`src/rtl/pipe_ctrl.sv`:
```
// rtl/pipe_ctrl.sv - pipeline stall controller with divider and data-SRAM wait FSMs; optional PIPE_CTRL_PERF_EN stall counters
module pipe_ctrl #(
  parameter int DIV_TIMEOUT = 40
) (
  input  logic       clk,
  input  logic       rst,
  input  logic       stallreq_for_load,
  input  logic       div_start,
  input  logic       div_ready,
  input  logic       mem_req,
  input  logic       mem_data_ok,
`ifdef PIPE_CTRL_PERF_EN
  output logic [31:0] stall_cyc_load,
  output logic [31:0] stall_cyc_div,
  output logic [31:0] stall_cyc_mem,
`endif
  output logic [5:0] stall,
  output logic       div_busy,
  output logic       div_err
);

  typedef enum logic {D_IDLE, D_BUSY} dstate_t;
  typedef enum logic {M_IDLE, M_WAIT} mstate_t;

  localparam logic [5:0] MEM_MASK  = 6'b011111;
  localparam logic [5:0] DIV_MASK  = 6'b001111;
  localparam logic [5:0] LOAD_MASK = 6'b000111;
  localparam logic [5:0] TIMEOUT   = 6'(DIV_TIMEOUT);
  localparam logic [5:0] CNT_MAX   = 6'd63;

  dstate_t    dstate_q, dstate_d;
  mstate_t    mstate_q, mstate_d;
  logic [5:0] div_cnt_q, div_cnt_d;
  logic       div_err_q, div_err_d;
  logic       div_hold, mem_hold, load_hold;

  // Divider FSM: busy from the cycle after an unfinished start until div_ready
  always_comb begin
    dstate_d  = dstate_q;
    div_cnt_d = div_cnt_q;
    div_err_d = div_err_q;
    div_hold  = 1'b0;
    case (dstate_q)
      D_IDLE: begin
        if (div_start && !div_ready) begin
          dstate_d  = D_BUSY;
          div_cnt_d = 6'd0;
          div_hold  = 1'b1;
        end
      end
      D_BUSY: begin
        div_cnt_d = (div_cnt_q == CNT_MAX) ? CNT_MAX : div_cnt_q + 6'd1;
        if (div_cnt_d >= TIMEOUT) div_err_d = 1'b1;
        if (div_ready) dstate_d = D_IDLE;
        else           div_hold = 1'b1;
      end
      default: dstate_d = D_IDLE;
    endcase
  end

  // Memory FSM: waits from the cycle after an unfinished request until mem_data_ok
  always_comb begin
    mstate_d = mstate_q;
    mem_hold = 1'b0;
    case (mstate_q)
      M_IDLE: begin
        if (mem_req && !mem_data_ok) begin
          mstate_d = M_WAIT;
          mem_hold = 1'b1;
        end
      end
      M_WAIT: begin
        if (mem_data_ok) mstate_d = M_IDLE;
        else             mem_hold = 1'b1;
      end
      default: mstate_d = M_IDLE;
    endcase
  end

  // Stall vector is the OR of active masks, forced quiet while reset is held
  always_comb begin
    load_hold = stallreq_for_load;
    stall     = 6'b000000;
    if (rst) begin
      if (mem_hold)  stall = stall | MEM_MASK;
      if (div_hold)  stall = stall | DIV_MASK;
      if (load_hold) stall = stall | LOAD_MASK;
    end
  end

  // State, divide counter and sticky timeout flag
  always_ff @(posedge clk or negedge rst) begin
    if (!rst) begin
      dstate_q  <= D_IDLE;
      mstate_q  <= M_IDLE;
      div_cnt_q <= 6'd0;
      div_err_q <= 1'b0;
    end else begin
      dstate_q  <= dstate_d;
      mstate_q  <= mstate_d;
      div_cnt_q <= div_cnt_d;
      div_err_q <= div_err_d;
    end
  end

  assign div_busy = (dstate_q == D_BUSY);
  assign div_err  = div_err_q;

`ifdef PIPE_CTRL_PERF_EN
  logic [31:0] cyc_load_q, cyc_load_d;
  logic [31:0] cyc_div_q, cyc_div_d;
  logic [31:0] cyc_mem_q, cyc_mem_d;

  // Per-mask active-cycle counters, wrapping naturally at 2^32
  always_comb begin
    cyc_load_d = cyc_load_q + {31'd0, load_hold};
    cyc_div_d  = cyc_div_q  + {31'd0, div_hold};
    cyc_mem_d  = cyc_mem_q  + {31'd0, mem_hold};
  end

  // Counter registers
  always_ff @(posedge clk or negedge rst) begin
    if (!rst) begin
      cyc_load_q <= 32'd0;
      cyc_div_q  <= 32'd0;
      cyc_mem_q  <= 32'd0;
    end else begin
      cyc_load_q <= cyc_load_d;
      cyc_div_q  <= cyc_div_d;
      cyc_mem_q  <= cyc_mem_d;
    end
  end

  assign stall_cyc_load = cyc_load_q;
  assign stall_cyc_div  = cyc_div_q;
  assign stall_cyc_mem  = cyc_mem_q;
`endif

endmodule

```
`config.mk`:
```
export PLATFORM = sky130hd
export DESIGN_NAME = pipe_ctrl
export DESIGN_NICKNAME = d
export VERILOG_FILES = /design/src/rtl/pipe_ctrl.sv
export SDC_FILE = /design/constraint.sdc
export NUM_CORES = 1
export LEC_CHECK = 0
export BUFFER_PORTS_ARGS = -buffer_cell sky130_fd_sc_hd__buf_4
export CAP_MARGIN = 15
export CORE_AREA = 4 4 41 43
export CTS_BUF_LIST = sky130_fd_sc_hd__clkbuf_2 sky130_fd_sc_hd__clkbuf_4 sky130_fd_sc_hd__clkbuf_8
export DETAILED_ROUTE_END_ITERATION = 7
export DIE_AREA = 0 0 45 47
export HOLD_SLACK_MARGIN = 0.05
export PLACE_DENSITY = 0.7
export SLEW_MARGIN = 20
export SYNTH_ARGS = -nofsm -noshare
export SYNTH_HDL_FRONTEND = slang
export SYNTH_SLANG_ARGS = --single-unit
```
`constraint.sdc`:
```
create_clock -name clk -period 3.61 [get_ports clk]
set_input_delay 0.9025 -clock clk [delete_from_list [all_inputs] [get_ports clk]]
set_output_delay 0.9025 -clock clk [all_outputs]
set_load 0.05 [all_outputs]
```
Word level (Yosys, flattened, before mapping)
Cells that the tools add are included.
{"block": "word_totals", "register_bits": 9, "inputBits": 7, "out_inout_bits": 8, "wordCells": 28}
{"block": "classes", "n_addsub": 1, "n_lt_le_gt_ge": 1, "n_eq_ne": 2, "mux": 13, "bitwise_logic": 2, "n_reduce_logical": 5}
{"op": "6-bit two-way mux", "n": 2}
{"op": "6-bit one-hot mux with 2 select lines", "n": 1}
{"op": "5-bit two-way mux", "n": 2}
{"op": "6-bit by 1-bit adder with 6-bit output, second input constant", "n": 1}
{"op": "6-bit == test, second input constant", "n": 1}
{"op": "6-bit >= comparator, second input constant", "n": 1}
{"op": "1-bit two-way mux", "n": 4}
{"op": "4-bit two-way mux", "n": 1}
{"op": "1-bit one-hot mux with 2 select lines", "n": 2}
{"op": "3-bit two-way mux", "n": 1}
{"op": "1-bit logical AND", "n": 2}
{"op": "1-bit logical NOT", "n": 2}
{"op": "2-bit != test, second input constant", "n": 1}
{"op": "1-bit inverter", "n": 2}
{"op": "2-bit AND reduction", "n": 1}

Depth between registers and ports, before layout
{"block": "logic_depth", "ltp_word": 8, "depth_mapped": 5}

Worst setup path before layout
Ideal clock, no wire load.
{"block": "synth_path", "path_kind": "reg-to-output", "start": "register dstate_q, in the netlist div_busy", "end": "output port stall[1]", "arrival_ps": 1857, "required_ps": 2707, "path_slack_ps": 851, "stages_incl_launch_ff": 6, "path_buffers": 2, "cell_sequence": "dfrtp_1 buf_2 nor2_1 o22ai_1 o21a_1 buf_4"}
{"block": "synth_via", "elab_chain_cells": 5}
{"element": "start: declaration", "line": "31", "text": "dstate_t dstate_q, dstate_d;"}
{"element": "start signal: assignment", "line": "99", "text": "dstate_q <= dstate_d;"}
{"element": "1-bit inverter"}
{"element": "1-bit one-hot mux with 2 select lines (*)", "line": "43", "text": "case (dstate_q)"}
{"element": "4-bit two-way mux (*)", "line": "86", "text": "if (div_hold) stall = stall | DIV_MASK;"}
{"element": "3-bit two-way mux (*)", "line": "87", "text": "if (load_hold) stall = stall | LOAD_MASK;"}
{"element": "5-bit two-way mux (*)", "line": "84", "text": "if (rst) begin"}
{"element": "end: declaration", "line": "17", "text": "output logic [5:0] stall,"}
Every way passes the cells marked *; elsewhere a longest branch is shown, timed or not.

Final worst setup path
{"block": "layout_path", "start": "input port mem_req", "end": "output port stall[1]"}
{"block": "layout_via", "elab_chain_cells": 7}
{"element": "start: declaration", "line": "10", "text": "input logic mem_req,"}
{"element": "1-bit logical AND", "line": "67", "text": "if (mem_req && !mem_data_ok) begin"}
{"element": "1-bit two-way mux", "line": "67"}
{"element": "1-bit one-hot mux with 2 select lines", "line": "65", "text": "case (mstate_q)"}
{"element": "5-bit two-way mux", "line": "85", "text": "if (mem_hold) stall = stall | MEM_MASK;"}
{"element": "4-bit two-way mux", "line": "86"}
{"element": "3-bit two-way mux", "line": "87"}
{"element": "5-bit two-way mux", "line": "84"}
Every way passes these cells.

==> impl_metrics.toml <==
[run_status]
status = "complete, no violations"

[final_layout]
register_area_sq_um = 225.2
nNetsFinal = 77
fin_util_pct = 47.88
n_antenna_cell = 0
layout_commonest_cell = "buf_4"
area_growth_pct = 23.57
drive_above_1_share_pct = 30.88
multiInputGateArea_sq_um = 247.7
final_cell_mix = "buf_4, dfrtp_1, a21oi_1"
fillers = 123

[cts]
cts_tree = "yes"
cts-root-buf = "clkbuf_4"
clk_latency_ns = 0.26
clk_path_buf_depth = 2
post_cts_buffers = 0
cts_hold_buf = 0
cts_buffers = 3
cts_sinks = 9
htreeDepth = 1
cts_resized = 0
path_clk_slew_ns = 0.07

[worst_setup_path]
critPathLaunchType = "input port"
end_kind = "output pin"
path_cells = "buf_4 > nor2_1 > o22ai_1 > o21a_1 > buf_4"
path_class = "in2out"
cp_slowest_cell = "o21a_1"
cp_max_fo = 3
critical_path.top_delay_family = "buffers and inverters"
cp_common_cell = "buf_4"
slowest_delay_ns = 0.21
crit_arrival_ns = 1.64
worst_ep_required_time_ns = 2.71
crit_buf_inv = 2

[routing]
drcViolationCount = 0
routed.top_layer = "met4"
vias_per_cell = 5.289
dr_wl_met3_um = 69
wl_per_cell_um = 12.95
wl_um = 1075
antenna_left = 0
dr_wl_met2_um = 494
detail_route.iter0.violations = 3
wirelength_met1_um = 497
route.vias.total = 439
drtPass1Iterations = 4

[sta]
fin_worst_skew_ns = 0.01036
period_minus_slack_ns = 2.545
maxSlewViolCount = 0
maxClockFrequency_mhz = 393.0
setup_ws_ns = 1.065
hold_violations = 0
rsz0062_at_grt = "false"
setup_viol = 0
tns_ns = 0
post-route-period-util_pct = 70.49

[grt]
antenna_found_initial = 0
grt_max_degree = 14
gr-total-overflow = 0
grt.total_usage_pct = 12.53
grt_pass1_vias = 439
grt_pass1_wl_um = 1856

[power]
p_clk_share_pct = 29.1
p_leak_nw = 0.2909
internal_power_w = 0.0001906
power_frac_seq_pct = 43.1
ir_drop_uv = 254.8
power.switching_w = 0.0001029
pwr-share-comb_pct = 27.8
swShare_pct = 35.05
p_per_area_nw_per_um2 = 471.1

[run]
drv_cap = 0

[synthesis]
ys_ff_latch = 9
synth_cell_type_count = 28
yosysWarnings = 0
synthCells = 55
yosysSeqAreaShare_pct = 44.67
synth_area_sq_um = 504.2
synth_area_per_cell_sq_um = 9.168
syn-num-nets = 63

[floorplanning]
die_area_sq_um = 2115
core-area_sq_um = 1301
die_w_um = 45
rows = 13
die_h_um = 47
ioPinCount = 15
start_util_pct = 38.75

[placed_design]
dp_hpwl_um = 788.8
io_buffers = 13
pre_cts_ws_ns = 1.061
gp_congestion = 0.7256

[hold_path]
hold_path.class = "in2async"
==> cell type report <==
| type | instances | area share, % |
|---|---|---|
| inverters | 1 | 0.6024 |
| flip-flops and latches | 9 | 36.14 |
| multi-input cells | 41 | 39.76 |
| clock buffers | 4 | 4.819 |
| well taps | 15 | 3.012 |
| repair buffers | 13 | 15.66 |
==> path summary, 6_finish.rpt <==
kind,startpoint,end,slack (ns),cells past startpoint
max,mem_req,stall[1],1.07,5
min,rst,div_cnt_q[0],0.46,1
max reg2reg,div_cnt_q[0],div_err,2.04,4
min reg2reg,div_err,div_err,0.47,1
max in group asynchronous,rst,div_err,2.99,1
min in group clk,div_err,div_err,0.47,1
==> worst reg2reg max path: cells and delay by family (launching register included) <==
kind / cells / cell delay [ns]
fa+ha+maj: 1 / 0.31
simple gates: 1 / 0.25
compound gates: 1 / 0.34
xor+xnor: 1 / 0.09
flops: 1 / 0.44
==> registers in the layout, summed over array words and instances (netlist names) <==
signal / count
mstate_q: 1
div_cnt_q: 6
div_err: 1
div_busy: 1
==> cells in the mapped netlist <==
| cell type | instances | area (sq um) |
|---|---|---|
| nand2_2 | 1 | 6.260 |
| xor2_1 | 1 | 8.760 |
| nand2_1 | 2 | 7.510 |
| a21oi_1 | 7 | 35.03 |
| a311o_1 | 1 | 10.01 |
| and3_2 | 1 | 7.510 |
| nor4bb_1 | 1 | 10.01 |
| and4b_1 | 1 | 10.01 |
| o21a_1 | 1 | 7.510 |
| nor3_2 | 1 | 10.01 |
| conb_1 | 1 | 3.750 |
| o21ai_0 | 1 | 5.000 |
| and2_1 | 2 | 12.51 |
| dfrtp_1 | 9 | 225.2 |
| ha_1 | 1 | 12.51 |
| buf_2 | 1 | 5.000 |
| buf_4 | 3 | 22.52 |
| nor2b_1 | 1 | 6.260 |
| or2_2 | 1 | 6.260 |
| nor3_1 | 2 | 10.01 |
| nor2_1 | 6 | 22.52 |
| a311oi_1 | 1 | 8.760 |
| inv_1 | 1 | 3.750 |
| nand2b_1 | 1 | 6.260 |
| o22ai_1 | 1 | 6.260 |
| and3_1 | 1 | 6.260 |
| a31oi_1 | 3 | 18.77 |
| nand3_1 | 2 | 10.01 |
==> metrics by stage <==
stage / instance area, sq um / total power (W) / hold slack [ns] / std cells
4_1_cts: 623.1 / 0.0002958 / 0.4628 / 83
2_1_floorplan: 504.2 / 0.0001852 / 0.4723 / 55
5_1_grt: 623.1 / 0.0003136 / 0.4535 / 83
6_report: 623.1 / 0.0002935 / 0.4592 / 83
3_5_place_dp: 593.1 / 0.0002090 / 0.4672 / 79
3_3_place_gp: 593.1 / 0.0002073 / 0.4662 / 79
==> power by group through the flow <==
stage	Clock (W)	Combinational [W]	Sequential, W
after floorplan	0	0.0000493	0.000136
after global placement	0	0.0000795	0.000128
after detailed placement	0	0.0000808	0.000128
after CTS	0.0000870	0.0000824	0.000126
after global routing	0.0000953	0.0000895	0.000129
final	0.0000853	0.0000816	0.000127
==> per-layer routing <==
| layer | vias to the layer above | track usage [%] |
|---|---|---|
| met2 | 13 | 19.49 |
| met5 | - | 0 |
| met1 | 204 | 15.22 |
| met3 | 2 | 5.364 |
| met4 | 0 | 5.263 |
| li1 | 220 | - |
==> cells by family (layout without fill, tap and decap cells) <==
| group | count (synthesis) | count (layout) | synth area share, % |
|---|---|---|---|
| AOI/OAI and AO/OA | 15 | 15 | 18.11 |
| xor gates and xnor gates | 1 | 1 | 1.737 |
| adders and majority gates | 1 | 1 | 2.481 |
| buffers and inverters | 5 | 18 | 6.201 |
| DFF | 9 | 9 | 44.67 |
| other | 1 | 1 | 0.7437 |
| and+or+nand+nor | 23 | 23 | 26.06 |
Power figures use the tool's default switching activity.
